<file path="config.mk">
export PLATFORM = sky130hd
export DESIGN_NAME = mac_seq
export DESIGN_NICKNAME = d
export VERILOG_FILES = /design/src/rtl/mac_seq.sv
export SDC_FILE = /design/constraint.sdc
export NUM_CORES = 2
export LEC_CHECK = 0
export ABC_AREA = 1
export CELL_PAD_IN_SITES_DETAIL_PLACEMENT = 1
export CELL_PAD_IN_SITES_GLOBAL_PLACEMENT = 2
export CORE_MARGIN = 2
export CORE_UTILIZATION = 34
export DETAILED_ROUTE_END_ITERATION = 12
export PLACE_DENSITY_LB_ADDON = 0.1
export SYNTH_ARGS = -nofsm -noshare
export SYNTH_HDL_FRONTEND = slang
export SYNTH_SLANG_ARGS = --single-unit
</file>
<file path="constraint.sdc">
create_clock -name clk -period 10.2 [get_ports clk]
set_input_delay 1.02 -clock clk [delete_from_list [all_inputs] [get_ports clk]]
set_output_delay 1.02 -clock clk [all_outputs]
set_load 0.02 [all_outputs]
</file>
<file path="src/rtl/mac_seq.sv">
// Sequential signed fixed-point MAC: one tap per cycle through a single multiplier,
// then bias add, scale-down, saturation and optional ReLU.
//
// state | meaning
// IDLE  | in_ready high, waiting for an operand set
// MAC   | accumulating tap k = 0..N-1
// FIN   | bias add, shift, saturate, ReLU, register result
// DONE  | result held until out_valid && out_ready

module mac_seq #(
    parameter int DW   = 16,
    parameter int FRAC = 8,
    parameter int N    = 9
) (
    input  logic              clk,
    input  logic              rst_n,
    input  logic              in_valid,
    output logic              in_ready,
    input  logic [N*DW-1:0]   in_data,
    input  logic [N*DW-1:0]   in_weight,
    input  logic [DW-1:0]     in_bias,
    input  logic              relu_en,
    output logic              out_valid,
    input  logic              out_ready,
    output logic [DW-1:0]     out_res,
    output logic              out_sat
);

    localparam int ACC_W = 2*DW + $clog2(N) + 1;
    localparam int KW    = (N > 1) ? $clog2(N) : 1;
    localparam int SW    = ACC_W + 1;
    localparam logic [KW-1:0] K_LAST = KW'(N - 1);
    localparam logic signed [SW-1:0] MAX_V = {{(SW-DW+1){1'b0}}, {(DW-1){1'b1}}};
    localparam logic signed [SW-1:0] MIN_V = {{(SW-DW+1){1'b1}}, {(DW-1){1'b0}}};

    typedef enum logic [1:0] {
        IDLE = 2'd0,
        MAC  = 2'd1,
        FIN  = 2'd2,
        DONE = 2'd3
    } state_t;

    state_t state, state_nx;

    logic [N*DW-1:0]          data_r;
    logic [N*DW-1:0]          weight_r;
    logic [DW-1:0]            bias_r;
    logic                     relu_r;
    logic signed [ACC_W-1:0]  acc;
    logic [KW-1:0]            k;

    logic signed [DW-1:0]     tap_d;
    logic signed [DW-1:0]     tap_w;
    logic signed [2*DW-1:0]   d_ext;
    logic signed [2*DW-1:0]   w_ext;
    logic signed [2*DW-1:0]   prod;
    logic signed [ACC_W-1:0]  prod_ext;

    logic signed [SW-1:0]     acc_ext;
    logic signed [SW-1:0]     bias_ext;
    logic signed [SW-1:0]     bias_sh;
    logic signed [SW-1:0]     sum;
    logic signed [SW-1:0]     scaled;
    logic [DW-1:0]            res_nx;
    logic                     sat_nx;

    always_ff @(posedge clk or negedge rst_n) begin
        if (!rst_n) begin
            state <= IDLE;
        end else begin
            state <= state_nx;
        end
    end

    always_comb begin
        state_nx = state;
        in_ready = 1'b0;
        case (state)
            IDLE: begin
                in_ready = 1'b1;
                if (in_valid) state_nx = MAC;
            end
            MAC: begin
                if (k == K_LAST) state_nx = FIN;
            end
            FIN: begin
                state_nx = DONE;
            end
            DONE: begin
                if (out_ready) state_nx = IDLE;
            end
            default: state_nx = IDLE;
        endcase
    end

    // Tap mux with constant slice indices keeps the select free of index arithmetic.
    always_comb begin
        tap_d = '0;
        tap_w = '0;
        for (int i = 0; i < N; i++) begin
            if (k == KW'(i)) begin
                tap_d = data_r[i*DW +: DW];
                tap_w = weight_r[i*DW +: DW];
            end
        end
    end

    always_comb begin
        d_ext    = {{DW{tap_d[DW-1]}}, tap_d};
        w_ext    = {{DW{tap_w[DW-1]}}, tap_w};
        prod     = d_ext * w_ext;
        prod_ext = {{(ACC_W-2*DW){prod[2*DW-1]}}, prod};
    end

    // Arithmetic shift truncates toward -inf; no rounding term is added.
    always_comb begin
        acc_ext  = {acc[ACC_W-1], acc};
        bias_ext = {{(SW-DW){bias_r[DW-1]}}, bias_r};
        bias_sh  = bias_ext <<< FRAC;
        sum      = acc_ext + bias_sh;
        scaled   = sum >>> FRAC;
        res_nx   = scaled[DW-1:0];
        sat_nx   = 1'b0;
        if (scaled > MAX_V) begin
            res_nx = MAX_V[DW-1:0];
            sat_nx = 1'b1;
        end else if (scaled < MIN_V) begin
            res_nx = MIN_V[DW-1:0];
            sat_nx = 1'b1;
        end
        if (relu_r && res_nx[DW-1]) begin
            res_nx = '0;
        end
    end

    always_ff @(posedge clk or negedge rst_n) begin
        if (!rst_n) begin
            data_r    <= '0;
            weight_r  <= '0;
            bias_r    <= '0;
            relu_r    <= 1'b0;
            acc       <= '0;
            k         <= '0;
            out_valid <= 1'b0;
            out_res   <= '0;
            out_sat   <= 1'b0;
        end else begin
            case (state)
                IDLE: begin
                    if (in_valid) begin
                        data_r   <= in_data;
                        weight_r <= in_weight;
                        bias_r   <= in_bias;
                        relu_r   <= relu_en;
                        acc      <= '0;
                        k        <= '0;
                    end
                end
                MAC: begin
                    acc <= acc + prod_ext;
                    if (k != K_LAST) k <= k + 1'b1;
                end
                FIN: begin
                    out_res   <= res_nx;
                    out_sat   <= sat_nx;
                    out_valid <= 1'b1;
                end
                DONE: begin
                    if (out_ready) out_valid <= 1'b0;
                end
                default: ;
            endcase
        end
    end

endmodule
</file>
## Yosys cells after proc, flatten, opt, wreduce, memory -nomap -nowiden

Index checks and enable logic that the tools add are counted.

- Add/subtract/negate cells: 3
- Multipliers: 1
- $lt $le $gt $ge: 2
- Equal/unequal tests: 16
- Muxes and demuxes: 35
- Reductions and logical operators: 10

Operators with widths:

| cell | number |
|---|---|
| $mux W16 | 21 |
| $pmux W37 S2 | 1 |
| $add A37 B24 Y38 | 1 |
| $add A37 B32 Y37 | 1 |
| $mux W37 | 1 |
| $mul A16 B16 Y32 | 1 |
| $gt A30 B16 Y1 const B | 1 |
| $lt A30 B16 Y1 const B | 1 |
| $eq A4 B3 Y1 const B | 4 |
| $eq A4 B2 Y1 const B | 2 |
| $mux W4 | 2 |
| $ne A2 B2 Y1 const B | 4 |
| $pmux W2 S4 | 1 |
| $pmux W4 S2 | 1 |
| $mux W2 | 3 |
| $reduce_and A2 Y1 | 3 |
| $reduce_and A3 Y1 | 2 |
| $add A4 B1 Y4 const B | 1 |
| $eq A2 B2 Y1 const B | 2 |
| $eq A4 B1 Y1 const B | 1 |
| $eq A4 B4 Y1 const B | 1 |
| $logic_not A4 Y1 | 1 |
| $mux W1 | 4 |
| $ne A4 B4 Y1 const B | 1 |
| 5 further kinds | 6 |

- Register bits: 366
- Input port bits: 309
- Output and inout bits: 19
- Word-level logic and storage cells: 77

## Logic depth before layout (Yosys ltp)

- Depth in word-level cells: 13
- Gate-level depth with buffers: 43
- Gate-level depth less buffers: 41

## Worst setup path before layout

OpenSTA, ideal clock, no wires.

- Kind: register -> register
- Start point: reg k[1]
- End point: reg acc[36]
- Setup time: 0.118 ns
- Arrival time: 7.135 ns
- Required time: 10.082 ns
- Slack: 2.946 ns
- Stages on the path, launching flop included: 38
- Path buffers: 1
- Period minus slack after synthesis: 7.254 ns
- Cells stage by stage: dfrtp_1 -> inv_1 -> ha_1 -> inv_1 -> clkbuf_1 -> nand2_1 -> o21ai_1 -> a21oi_1 -> o311ai_1 -> nand2_1 -> nand3_1 -> o211ai_1 -> nand2_1 -> o21ai_2 -> nor2_1 -> inv_2 -> fa_1 -> inv_1 -> (+2 left out) -> fa_1 -> inv_1 -> fa_1 -> inv_1 -> fa_1 -> inv_1 -> fa_1 -> ha_1 -> inv_1 -> nor3_1 -> and3_1 -> o21ai_0 -> nand2_1 -> a31oi_1 -> inv_1 -> nand3_1 -> nand3_1 -> nand2_1

- Word-level cells in the longest chain between the ends: 13
- Elaborated cells on any way between the ends: 30
- Classes of those cells: add/sub (1); mul (1); eq/ne (8); mux (19); reduce/logical (1)

Ends and longest elaborated chain:

| element | line | RTL |
|---|---|---|
| start, declared | 50 | `logic [KW-1:0] k;` |
| start signal, assigned | 161 | `if (k != K_LAST) k <= k + 1'b1;` |
| $logic_not A4 Y1 | 101 | `if (k == KW'(i)) begin` |
| $mux W16 (9 in a row) | 101 |  |
| $mul A16 B16 Y32 * | 111 | `prod = d_ext * w_ext;` |
| $add A37 B32 Y37 * | 160 | `acc <= acc + prod_ext;` |
| $pmux W37 S2 * | 148 | `case (state)` |
| end signal, assigned | 160 |  |
| end, declared | 49 | `logic signed [ACC_W-1:0] acc;` |

Every way passes the cells marked *; elsewhere a longest branch is shown, timed or not.
A chain may end at the register's enable or synchronous reset.

## Final worst setup path

- Start point: reg k[0]
- End point: reg acc[34]

Same word-level chain as after synthesis.

==> out/results.ini <==
[clock_network]
root_buffer=clkbuf_16
numCtsBuffers=47
postCtsResizedCells=0
clk_latency_ns=0.63
cts-htree-levels=2
cts_tree=yes
cts.sinks=366
postCtsHoldBufs=0
cts_buffer_depth=3
clk_pin_slew_ns=0.06
postCtsSetupRepairBufs=0

[global_routing]
grt_antenna_before_repair=1
busiest_layer=met2
grt_pass1_vias=28868
grt_max_degree=192
grt.total_usage=0.2572
overflow=0
use_met2=0.4118
use_met3=0.03284
grt_util_met1=0.3714
grt_pass1_wl_um=178200

[finish]
antennaDiodeCount=0
layout-drive-gt1-share=0.04581
final_cell_mix=nand2_1, inv_1, dfrtp_1, clkdlybuf4s50_1, fa_1
layout_commonest_cell=nand2_1
area_growth_pct=19.45
finalNetCount=4975

[synthesis]
synth_area_mm2=0.03047
netlist-cell-type-count=51
ys_ff_latch=366
syn_nets=4717
syn_inst=3943
ys_seq_area_frac=0.3005
yosys_warnings=0
avgSynthCellArea_um2=7.729

[floorplan]
die_h_um=303.4
design.core.area_mm2=0.08865
fp.dieW_um=303.4
initial_core_util=0.3438
ios=328
die_area_mm2=0.09204
row_count=109

[routing]
routedWlPerCell_um=21.44
drt_pass1_iterations=5
ant_nets=0
drt_iter0_markers=1715
via_per_inst=4.906
dr_total_vias=26494
drc=0
drt-total-wl_um=115800

[setup_path]
crit_type=flip-flop to flip-flop
cp.arrival_ns=9.92
critPathSlowestCell=fa_1
startpoint_type=flip-flop
cp_slowest_stage_delay_ns=0.61
required_ns=10.69
cp_max_fo=20
critPathCaptureType=flip-flop

[sta]
rsz0062_at_grt=no
timing.fmax_mhz=106.0
timing.final.hold_violations=0
post-route-period-util=0.9249
maxSlewHeadroom=0.2269
tightest_slew_ns=1.156
tns_ns=0
period_minus_slack_ns=9.433
setup_viol=0
slew_violations=0
final.setup_skew_ns=0.03082

[place]
gp_congestion=0.8815
dp_hpwl_um=92060
port_buffers=327

[worst_hold_path]
hold_class=input port to asynchronous set/reset pin

[run]
drv_cap=0

[outcome]
status=completed

==> worst max-delay path, delay by kind of cell, from the launching register on <==
| family | cells | cell delay, ns |
|---|---|---|
| buffers and inverters | 7 | 0.89 |
| DFF | 1 | 0.44 |
| and+or+nand+nor | 11 | 2.07 |
| AOI/OAI and AO/OA | 9 | 2.27 |
| adders and majority gates | 8 | 3.62 |
==> state kept, by name, summed over array words and instances (netlist names) <==
name,count
out_sat,1
state,2
out_valid,1
weight_r,144
relu_r,1
out_res,16
data_r,144
bias_r,16
k,4
acc,37
==> synth_stat cells, drive strengths merged <==
library cell  count  area (µm²)
a22o              5       43.79
a221oi            2       17.52
o221ai            1       8.760
o2bb2ai           1       8.760
or2               4       25.03
xnor2            13       113.9
a22oi             1       12.51
nand3b            5       37.54
nand4            32       200.2
buf              53       285.3
o21ai           109       571.8
a21o              5       37.54
o21a             17       127.6
nand3           143       720.7
o311ai           13       113.9
a21oi            98       509.2
inv             547        2053
o2111ai           1       8.760
nor3             19       120.1
xor2             13       113.9
a32o              3       30.03
nand2          1597        6020
dfrtp           366        9159
nor2            250       963.4
fa              319        6386
o31ai             6       45.04
clkinv            1       3.750
o22ai             1       6.260
a211oi            3       22.52
o21bai            7       52.55
clkbuf           98       367.9
and3              1       6.260
o211ai           49       367.9
a31oi            12       75.07
nor4              2       12.51
ha              146        1827
==> stage by stage <==
step                utilization  worst slack, ns  cells  hold WS, ns  area (µm²)
finish                   0.4106           0.7665   5400       0.4043       36400
CTS                      0.4106           0.7064   5400       0.4379       36400
floorplan                     -            2.946   3943       0.4414       30470
global route             0.4106          0.06300   5400       0.4567       36400
global placement         0.3932           0.7404   5317       0.4622       34860
detailed placement       0.3932           0.7204   5317       0.4657       34860
==> cell families after synthesis <==
kind of cell	after synthesis	share of synthesized area
AOI/OAI and AO/OA	334	0.06758
adders and majority gates	465	0.2695
DFF	366	0.3005
xor gates and xnor gates	26	0.007473
buffers and inverters	699	0.08893
and+or+nand+nor	2053	0.2660
==> layout make-up <==
cell class | count | area (µm²)
Inverter | 548 | 2064
Multi-Input combinational cell | 2878 | 18630
Fill cell | 10809 | 52250
Clock buffer | 65 | 1304
Sequential cell | 366 | 9159
Timing Repair Buffer | 360 | 3551
Tap cell | 1165 | 1458
Clock inverter | 18 | 237.7
==> layer usage <==
| layer | vias to the layer above | wire length (µm) |
|---|---|---|
| li1 | 12603 | - |
| met4 | 2 | 2658 |
| met2 | 536 | 52040 |
| met3 | 123 | 5020 |
| met5 | - | 20 |
| met1 | 13230 | 56020 |
==> final timing paths <==
check                      cells past startpoint  slack [ns]         from            to
hold / removal                                 1        0.40        rst_n  weight_r[11]
setup reg to reg                              35        0.77         k[0]       acc[34]
setup / recovery                              35        0.77         k[0]       acc[34]
hold reg to reg                                2        0.48  data_r[127]   data_r[127]
min in group clk                               2        0.48  data_r[127]   data_r[127]
max in group asynchronous                      3        7.47        rst_n    data_r[78]
Power is not shown: default switching activity piles up to over one toggle a cycle in this logic, so the estimate is an artifact.
